File: src/rtl/pic_pkg.sv
// Shared definitions for the PIC command word decoder.
// Holds the decoder state encodings, the bit positions of the ICW/OCW fields
// within a CPU write byte, the OCW2 command encodings, the read-select type,
// and a helper that recognises an ICW1 write.
package pic_pkg;

    // Decoder states. The encodings are plain constants so that older code
    // which compares against raw values keeps working.
    localparam logic [2:0] ST_IDLE      = 3'd0;
    localparam logic [2:0] ST_WAIT_ICW2 = 3'd1;
    localparam logic [2:0] ST_WAIT_ICW3 = 3'd2;
    localparam logic [2:0] ST_WAIT_ICW4 = 3'd3;
    localparam logic [2:0] ST_READY     = 3'd4;

    // ICW1 fields (written with a0 = 0)
    localparam int ICW1_SEL_BIT  = 4;
    localparam int ICW1_LTIM_BIT = 3;
    localparam int ICW1_SNGL_BIT = 1;
    localparam int ICW1_IC4_BIT  = 0;

    // With a0 = 0 and bit 4 clear, bit 3 separates OCW2 (0) from OCW3 (1)
    localparam int OCW_SEL_BIT    = 3;

    // OCW3 fields
    localparam int OCW3_ESMM_BIT  = 6;
    localparam int OCW3_SMM_BIT   = 5;
    localparam int OCW3_POLL_BIT  = 2;
    localparam int OCW3_RR_BIT    = 1;
    localparam int OCW3_RIS_BIT   = 0;

    // OCW2 command encodings carried on ocw2_cmd (din[7:5])
    localparam logic [2:0] OCW2_ROT_AEOI_CLR = 3'b000;
    localparam logic [2:0] OCW2_NS_EOI       = 3'b001;
    localparam logic [2:0] OCW2_NOP          = 3'b010;
    localparam logic [2:0] OCW2_SPEC_EOI     = 3'b011;
    localparam logic [2:0] OCW2_ROT_AEOI_SET = 3'b100;
    localparam logic [2:0] OCW2_ROT_NS_EOI   = 3'b101;
    localparam logic [2:0] OCW2_SET_PRIO     = 3'b110;
    localparam logic [2:0] OCW2_ROT_SPEC_EOI = 3'b111;

    // Which register an a0 = 0 read returns
    typedef enum logic {
        RD_IRR = 1'b0,
        RD_ISR = 1'b1
    } rd_sel_t;

    // ICW1 is recognised in every state: a0 low with bit 4 set
    function automatic logic is_icw1(input logic a0, input logic [7:0] din);
        return (!a0) && din[ICW1_SEL_BIT];
    endfunction

endpackage

File: src/rtl/cmd_word_decoder_if.sv
// CPU-side bus between the data bus buffer and the command word decoder.
//   wr_strobe, rd_strobe : one-cycle write/read pulses
//   a0                   : address bit A0, valid with either strobe
//   din                  : write data
//   dout, dout_valid     : read data and its one-cycle update pulse
// master = CPU / data bus buffer side, slave = decoder side.
interface cmd_word_decoder_if;
    logic       wr_strobe;
    logic       rd_strobe;
    logic       a0;
    logic [7:0] din;
    logic [7:0] dout;
    logic       dout_valid;

    modport master (
        output wr_strobe, rd_strobe, a0, din,
        input  dout, dout_valid
    );

    modport slave (
        input  wr_strobe, rd_strobe, a0, din,
        output dout, dout_valid
    );
endinterface

File: src/rtl/cmd_word_decoder.sv
// Command word decoder of an 8259-style interrupt controller.
// Walks the ICW1..ICW4 initialisation sequence, then decodes OCW1/2/3 and
// serves CPU register reads.
//   clk, rst          : clock and asynchronous active-high reset
//   bus               : CPU strobes, a0, write data, read data + valid pulse
//   irr, isr          : request / in-service registers for reads
//   init_done         : high while initialised (READY)
//   imr               : interrupt mask (OCW1)
//   vec_base          : ICW2[7:3]
//   icw1_ltim/sngl/ic4: ICW1 mode bits
//   cascade, icw4     : ICW3 byte, ICW4[4:0]
//   ocw2_valid/cmd/lvl: one-cycle OCW2 pulse with its command and level
//   poll_req, smm     : OCW3 poll pulse, special mask mode
module cmd_word_decoder
    import pic_pkg::*;
(
    input  logic                      clk,
    input  logic                      rst,
    cmd_word_decoder_if.slave         bus,
    input  logic [7:0]                irr,
    input  logic [7:0]                isr,
    output logic                      init_done,
    output logic [7:0]                imr,
    output logic [4:0]                vec_base,
    output logic                      icw1_ltim,
    output logic                      icw1_sngl,
    output logic                      icw1_ic4,
    output logic [7:0]                cascade,
    output logic [4:0]                icw4,
    output logic                      ocw2_valid,
    output logic [2:0]                ocw2_cmd,
    output logic [2:0]                ocw2_lvl,
    output logic                      poll_req,
    output logic                      smm
);

    logic [2:0] state_q,      state_d;
    logic [7:0] imr_q,        imr_d;
    logic [4:0] vec_base_q,   vec_base_d;
    logic       ltim_q,       ltim_d;
    logic       sngl_q,       sngl_d;
    logic       ic4_q,        ic4_d;
    logic [7:0] cascade_q,    cascade_d;
    logic [4:0] icw4_q,       icw4_d;
    logic       smm_q,        smm_d;
    rd_sel_t    rd_sel_q,     rd_sel_d;
    logic [7:0] dout_q,       dout_d;
    logic       dout_valid_q, dout_valid_d;
    logic       ocw2_valid_q, ocw2_valid_d;
    logic [2:0] ocw2_cmd_q,   ocw2_cmd_d;
    logic [2:0] ocw2_lvl_q,   ocw2_lvl_d;
    logic       poll_req_q,   poll_req_d;

    always_comb begin
        state_d      = state_q;
        imr_d        = imr_q;
        vec_base_d   = vec_base_q;
        ltim_d       = ltim_q;
        sngl_d       = sngl_q;
        ic4_d        = ic4_q;
        cascade_d    = cascade_q;
        icw4_d       = icw4_q;
        smm_d        = smm_q;
        rd_sel_d     = rd_sel_q;
        dout_d       = dout_q;
        dout_valid_d = 1'b0;
        ocw2_valid_d = 1'b0;
        ocw2_cmd_d   = ocw2_cmd_q;
        ocw2_lvl_d   = ocw2_lvl_q;
        poll_req_d   = 1'b0;

        // A write always wins over a simultaneous read
        if (bus.wr_strobe) begin
            if (is_icw1(bus.a0, bus.din)) begin
                ltim_d    = bus.din[ICW1_LTIM_BIT];
                sngl_d    = bus.din[ICW1_SNGL_BIT];
                ic4_d     = bus.din[ICW1_IC4_BIT];
                imr_d     = 8'h00;
                smm_d     = 1'b0;
                cascade_d = 8'h00;
                icw4_d    = 5'h00;
                rd_sel_d  = RD_IRR;
                state_d   = ST_WAIT_ICW2;
            end else if (bus.a0) begin
                case (state_q)
                    ST_WAIT_ICW2: begin
                        vec_base_d = bus.din[7:3];
                        // ICW3 only exists in cascade mode, ICW4 only when requested
                        if (!sngl_q)     state_d = ST_WAIT_ICW3;
                        else if (ic4_q)  state_d = ST_WAIT_ICW4;
                        else             state_d = ST_READY;
                    end
                    ST_WAIT_ICW3: begin
                        cascade_d = bus.din;
                        state_d   = ic4_q ? ST_WAIT_ICW4 : ST_READY;
                    end
                    ST_WAIT_ICW4: begin
                        icw4_d  = bus.din[4:0];
                        state_d = ST_READY;
                    end
                    ST_READY: imr_d = bus.din;
                    default: ;
                endcase
            end else if (state_q == ST_READY) begin
                if (!bus.din[OCW_SEL_BIT]) begin
                    ocw2_valid_d = 1'b1;
                    ocw2_cmd_d   = bus.din[7:5];
                    ocw2_lvl_d   = bus.din[2:0];
                end else begin
                    if (bus.din[OCW3_RR_BIT])
                        rd_sel_d = rd_sel_t'(bus.din[OCW3_RIS_BIT]);
                    if (bus.din[OCW3_ESMM_BIT])
                        smm_d = bus.din[OCW3_SMM_BIT];
                    poll_req_d = bus.din[OCW3_POLL_BIT];
                end
            end
        end else if (bus.rd_strobe) begin
            dout_valid_d = 1'b1;
            // ISR is only selectable once initialised; otherwise IRR is returned
            if (bus.a0)
                dout_d = imr_q;
            else if (state_q == ST_READY && rd_sel_q == RD_ISR)
                dout_d = isr;
            else
                dout_d = irr;
        end
    end

    always_ff @(posedge clk or posedge rst) begin
        if (rst) begin
            state_q      <= ST_IDLE;
            imr_q        <= 8'h00;
            vec_base_q   <= 5'h00;
            ltim_q       <= 1'b0;
            sngl_q       <= 1'b0;
            ic4_q        <= 1'b0;
            cascade_q    <= 8'h00;
            icw4_q       <= 5'h00;
            smm_q        <= 1'b0;
            rd_sel_q     <= RD_IRR;
            dout_q       <= 8'h00;
            dout_valid_q <= 1'b0;
            ocw2_valid_q <= 1'b0;
            ocw2_cmd_q   <= 3'b000;
            ocw2_lvl_q   <= 3'b000;
            poll_req_q   <= 1'b0;
        end else begin
            state_q      <= state_d;
            imr_q        <= imr_d;
            vec_base_q   <= vec_base_d;
            ltim_q       <= ltim_d;
            sngl_q       <= sngl_d;
            ic4_q        <= ic4_d;
            cascade_q    <= cascade_d;
            icw4_q       <= icw4_d;
            smm_q        <= smm_d;
            rd_sel_q     <= rd_sel_d;
            dout_q       <= dout_d;
            dout_valid_q <= dout_valid_d;
            ocw2_valid_q <= ocw2_valid_d;
            ocw2_cmd_q   <= ocw2_cmd_d;
            ocw2_lvl_q   <= ocw2_lvl_d;
            poll_req_q   <= poll_req_d;
        end
    end

    assign bus.dout       = dout_q;
    assign bus.dout_valid = dout_valid_q;
    assign init_done      = (state_q == ST_READY);
    assign imr            = imr_q;
    assign vec_base       = vec_base_q;
    assign icw1_ltim      = ltim_q;
    assign icw1_sngl      = sngl_q;
    assign icw1_ic4       = ic4_q;
    assign cascade        = cascade_q;
    assign icw4           = icw4_q;
    assign smm            = smm_q;
    assign ocw2_valid     = ocw2_valid_q;
    assign ocw2_cmd       = ocw2_cmd_q;
    assign ocw2_lvl       = ocw2_lvl_q;
    assign poll_req       = poll_req_q;

endmodule

File: src/flat_wrapper.sv
// flat-port wrapper written by rule: the top's interface ports become plain ports
module cmd_word_decoder_flat import pic_pkg::*;
  (clk, rst, irr, isr, init_done, imr, vec_base, icw1_ltim, icw1_sngl, icw1_ic4, cascade, icw4, ocw2_valid, ocw2_cmd, ocw2_lvl, poll_req, smm, bus_wr_strobe, bus_rd_strobe, bus_a0, bus_din, bus_dout, bus_dout_valid);
  cmd_word_decoder_if bus_i ();
  input  logic clk;
  input  logic rst;
  input  logic [7:0] irr;
  input  logic [7:0] isr;
  output logic init_done;
  output logic [7:0] imr;
  output logic [4:0] vec_base;
  output logic icw1_ltim;
  output logic icw1_sngl;
  output logic icw1_ic4;
  output logic [7:0] cascade;
  output logic [4:0] icw4;
  output logic ocw2_valid;
  output logic [2:0] ocw2_cmd;
  output logic [2:0] ocw2_lvl;
  output logic poll_req;
  output logic smm;
  input wire logic [$bits(bus_i.wr_strobe)-1:0] bus_wr_strobe;
  input wire logic [$bits(bus_i.rd_strobe)-1:0] bus_rd_strobe;
  input wire logic [$bits(bus_i.a0)-1:0] bus_a0;
  input wire logic [$bits(bus_i.din)-1:0] bus_din;
  output wire logic [$bits(bus_i.dout)-1:0] bus_dout;
  output wire logic [$bits(bus_i.dout_valid)-1:0] bus_dout_valid;
  assign bus_i.wr_strobe = bus_wr_strobe;
  assign bus_i.rd_strobe = bus_rd_strobe;
  assign bus_i.a0 = bus_a0;
  assign bus_i.din = bus_din;
  assign bus_dout = bus_i.dout;
  assign bus_dout_valid = bus_i.dout_valid;
  cmd_word_decoder u_core (.clk(clk), .rst(rst), .bus(bus_i), .irr(irr), .isr(isr), .init_done(init_done), .imr(imr), .vec_base(vec_base), .icw1_ltim(icw1_ltim), .icw1_sngl(icw1_sngl), .icw1_ic4(icw1_ic4), .cascade(cascade), .icw4(icw4), .ocw2_valid(ocw2_valid), .ocw2_cmd(ocw2_cmd), .ocw2_lvl(ocw2_lvl), .poll_req(poll_req), .smm(smm));
endmodule
File: config.mk
export PLATFORM = sky130hd
export DESIGN_NAME = cmd_word_decoder_flat
export DESIGN_NICKNAME = d
export VERILOG_FILES = /design/src/rtl/pic_pkg.sv /design/src/rtl/cmd_word_decoder_if.sv /design/src/rtl/cmd_word_decoder.sv /design/src/flat_wrapper.sv
export SDC_FILE = /design/constraint.sdc
export NUM_CORES = 1
export LEC_CHECK = 0
export CAP_MARGIN = 40
export CELL_PAD_IN_SITES_DETAIL_PLACEMENT = 1
export CELL_PAD_IN_SITES_GLOBAL_PLACEMENT = 1
export CORE_ASPECT_RATIO = 0.9
export CORE_MARGIN = 10
export CORE_UTILIZATION = 37
export CTS_CLUSTER_SIZE = 25
export DETAILED_ROUTE_END_ITERATION = 8
export HOLD_SLACK_MARGIN = 0.08
export PLACE_DENSITY_LB_ADDON = 0.3
export RECOVER_POWER = 25
export SKIP_CTS_REPAIR_TIMING = 1
export SYNTH_ARGS = -nofsm -noshare
export SYNTH_HDL_FRONTEND = slang
export SYNTH_SLANG_ARGS = --single-unit
File: constraint.sdc
create_clock -name clk -period 2.5 [get_ports clk]
set_clock_uncertainty 0.05 [all_clocks]
set_input_delay 0.625 -clock clk [delete_from_list [all_inputs] [get_ports clk]]
set_output_delay 0.625 -clock clk [all_outputs]
set_load 0.02 [all_outputs]
# Word-level counts from Yosys, hierarchy flattened

Cells that the tools add are included.

Output and inout bits: 48
Word-level logic and storage cells: 84
Bits of input ports: 29
Bits in registers: 51

Muxes and demuxes: 38
Eq/ne operators: 5
Bitwise gates (word level): 4
Reduce and logical (&&, ||, !) cells: 21

Operators by type and width:

| kind                                                  | number |
|---|---|
| two-way mux 8 bit                                     | 8 |
| two-way mux 1 bit                                     | 22 |
| two-way mux 5 bit                                     | 3 |
| AND reduction 5 bit                                   | 3 |
| nonzero test 2 bit                                    | 7 |
| two-way mux 3 bit                                     | 4 |
| AND reduction 3 bit                                   | 4 |
| case mux 3 bit (3 select lines)                       | 1 |
| equality test 3 x 2 -> 1 bit, second input constant   | 2 |
| NOT 1 bit                                             | 4 |
| AND reduction 2 bit                                   | 2 |
| AND reduction 4 bit                                   | 1 |
| nonzero test 4 bit                                    | 1 |
| equality test 3 x 1 -> 1 bit, second input constant   | 1 |
| equality test 3 bit, second input constant            | 1 |
| logical AND 1 bit                                     | 2 |
| inequality test 2 x 1 -> 1 bit, second input constant | 1 |
| logical NOT 1 bit                                     | 1 |

# Longest topological paths before layout

Depth in word-level cells: 5
Mapped depth: 6
Depth with buffers taken out: 4

# Worst setup path after synthesis

Ideal clock, no wire load.

Kind: input to register
From: in bus_din[3]
To: reg u_core.ocw2_cmd_q[0], in the netlist u_core.ocw2_cmd[0]
Cell stages on the path: 3
Path slack: 749 ps
Data arrival time: 1,576 ps
Data required time: 2,325 ps
Library setup time: 125 ps
Path buffers: 1
Cells stage by stage: buf_2 -> nor4_4 -> mux2_2

Word-level cells in the longest chain between the ends: 2

RTL lines:

| what                                 | line                    | source |
|---|---|---|
| start: declaration                   | flat_wrapper.sv:25      | `input wire logic [$bits(bus_i.din)-1:0] bus_din;` |
| NOT 1 bit (no source line)           | -                       |  |
| AND reduction 5 bit (no source line) | -                       |  |
| end signal: assignment               | cmd_word_decoder.sv:161 | `ocw2_cmd_q <= ocw2_cmd_d;` |
| end: declaration                     | cmd_word_decoder.sv:50  | `logic [2:0] ocw2_cmd_q, ocw2_cmd_d;` |

No other way between the ends.
A chain may end at the register's enable or synchronous reset.

# Worst setup path in the final report

From: reg u_core.state_q[2]
To: out init_done

Word-level cells in the longest chain between the ends: 1

RTL lines:

| what                     | line                    | source |
|---|---|---|
| start: declaration       | cmd_word_decoder.sv:37  | `logic [2:0] state_q, state_d;` |
| start signal: assignment | cmd_word_decoder.sv:148 | `state_q <= state_d;` |
| equality test 3 bit      | cmd_word_decoder.sv:169 | `assign init_done = (state_q == ST_READY);` |
| end: declaration         | flat_wrapper.sv:9       | `output logic init_done;` |

No other way between the ends.

==> results.json <==
{
  "cts_root_buffer": "clkbuf_8",
  "avgViaCountPerCell": 5.01,
  "synth-edff-count": 0,
  "rsz0062_at_grt": "false",
  "cts_tree": "built",
  "grt_usage_pct": 14.8,
  "cp.required_ns": 1.82,
  "routed_wl_mm": 7.29,
  "cts_sinks": 51,
  "synthCells": 221,
  "postPlaceCellArea_um2": 3240,
  "first_global_vias": 2114,
  "syn_nets": 250,
  "htree_num_levels": 2,
  "setup_viol_count_final": 0,
  "finalCritPeriodShare_pct": 96.0,
  "core_area_um2": 6110,
  "mostFrequentLayoutCell": "clkdlybuf4s50_1",
  "peakVddDrop_uv": 512,
  "leakage_nw": 1.42,
  "fill_cells": 672,
  "synthFlopType": "dfrtp_1",
  "grt-ovfl-total": 0,
  "synth_top_family_by_area": "simple AND/OR/NAND/NOR gates",
  "io_pins": 77,
  "final_nets": 332,
  "synth_area_um2": 2330,
  "multi_input_comb_area_um2": 958,
  "routedWlPerCell_um": 18.6,
  "max_freq_mhz": 417,
  "port_buffers": 76,
  "die_w_um": 104,
  "route.vias.total": 1958,
  "synth_mux_area_share_pct": 12.6,
  "start_kind": "flop",
  "worstSetupPathType": "reg -> out",
  "die_area_um2": 9880,
  "power_density_nw_per_um2": 930,
  "dpl.hpwl_mm": 5.44,
  "synthTopCellsByArea": "dfrtp_1 55%, mux2_2 9.2%, nand2_1 9.0%",
  "numCtsBuffers": 5,
  "hold_viol": 0,
  "synth_compound_area_share_pct": 11.4,
  "yosys.area_share.simple_pct": 17.1,
  "gp_congestion": 0.834,
  "yosys_warnings": 0,
  "status": "finished, final reports clean",
  "synth_adder_area_share_pct": 0,
  "seq_area_frac_synth_pct": 54.8,
  "crit_arrival_ns": 1.73,
  "yosysTopAreaCellShare_pct": 54.8,
  "drc": 0,
  "cp-end-kind": "primary output",
  "grt_first_pass_wirelength_mm": 11.8,
  "grt_max_degree": 33,
  "drive_gt1_share_pct": 13.8,
  "area_growth_pct": 43.4,
  "regArea_um2": 1280,
  "clock_path_buffers": 2,
  "design_area_um2": 3340,
  "async_flop_share_pct": 100,
  "tns_ns": 0,
  "synth_xor_area_share_pct": 0,
  "diodes": 0,
  "ant_nets": 0,
  "clk_latency_ns": 0.30,
  "min_period_ns": 2.40,
  "tightest_slew_ns": 0.847,
  "clk_pin_slew_ns": 0.09,
  "relSlewSlack_pct": 43.5,
  "start_util_pct": 38.1,
  "cp_max_fo": 8,
  "synth-seq-cells": 51,
  "drv_slew": 0,
  "hp-class": "reg -> reg",
  "antenna_found_initial": 0,
  "syn-mean-instance-area_um2": 10.5,
  "drt_iter0_markers": 78,
  "yosysUniqueCellTypes": 35,
  "row_count": 27,
  "cap_violations": 0,
  "final_cell_mix": "75 x clkdlybuf4s50_1, 56 x nand2_1, 51 x dfrtp_1, 21 x o21ai_0, 19 x mux2_2",
  "dr.pass1.iters": 4,
  "yosysTopAreaCell": "dfrtp_1",
  "die_h_um": 95.3
}
-- layer usage --
layer  part of all wire [%]  wire length, µm  global-route usage (%)
met1                     43             3130                    17.1
met3                    7.8              571                    6.14
met2                     48             3520                    25.5
met4                   0.84               61                    3.52
met5                      0                0                       0
-- through the flow --
step                hold slack, ns  total power [mW]  setup slack, ns  utilization (%)  std cells
detailed placement           0.421              2.62           0.0438             53.0        383
CTS                          0.443              3.15           0.0827             54.7        391
finish                       0.436              3.11            0.100             54.7        391
global route                 0.481              3.29          0.00403             54.7        391
floorplan                    0.428              1.92            0.595                -        221
global placement             0.417              2.57           0.0778             53.0        383
-- cell families (layout without fill, tap and decap cells) --
| group | count (synthesis) | in the layout |
|---|---|---|
| compound gates | 45 | 45 |
| buf+inv | 19 | 102 |
| simple gates | 79 | 79 |
| mux | 27 | 27 |
| flops | 51 | 51 |
-- registers in the layout (all words and copies together) (netlist names), 3 cells and up --
register and cells:
u_core.bus.dout 8, u_core.ocw2_lvl 3, u_core.icw4 5, u_core.vec_base 5, u_core.state_q 3, u_core.cascade 8, u_core.imr 8, u_core.ocw2_cmd 3
-- power breakdown --
part / switching (mW) / internal (mW)
Sequential: 0.167 / 1.07
Clock: 0.267 / 0.253
Combinational: 0.684 / 0.667
-- cells in the mapped netlist, types with 4 or more instances --
cell      number
nand2_1       56
dfrtp_1       51
o21ai_0       21
mux2_2        19
buf_2         10
mux2i_1        8
o21ai_1        8
inv_1          6
a21oi_1        4
a22o_1         4
nand2b_1       4
nor2_1         4
-- layout make-up --
cell class | instances | area share, %
flip-flops and latches | 51 | 38.2
inverters | 6 | 0.674
repair buffers | 88 | 26.2
multi-input cells | 151 | 28.7
clock buffers | 8 | 3.00
well taps | 87 | 3.26
-- path summary, 6_finish.rpt --
path / from / end / slack [ns] / cells past startpoint
setup reg to reg: u_core.state_q[1] / u_core.bus.dout[6] / 0.57 / 5
hold reg to reg: u_core.icw1_ltim / u_core.icw1_ltim / 0.44 / 2
max in group asynchronous: rst / u_core.bus.dout[1] / 0.87 / 3
min in group asynchronous: rst / u_core.vec_base[4] / 0.87 / 2
hold / removal: u_core.icw1_ltim / u_core.icw1_ltim / 0.44 / 2
setup / recovery: u_core.state_q[2] / init_done / 0.1 / 3
-- critical path, cell delays in order, from the launching register on --
cell	delay [ns]
dfrtp_1	0.50
inv_1	0.10
nor3_1	0.18
clkdlybuf4s50_1	0.64
Note: power is estimated with default switching activity, not from simulation.
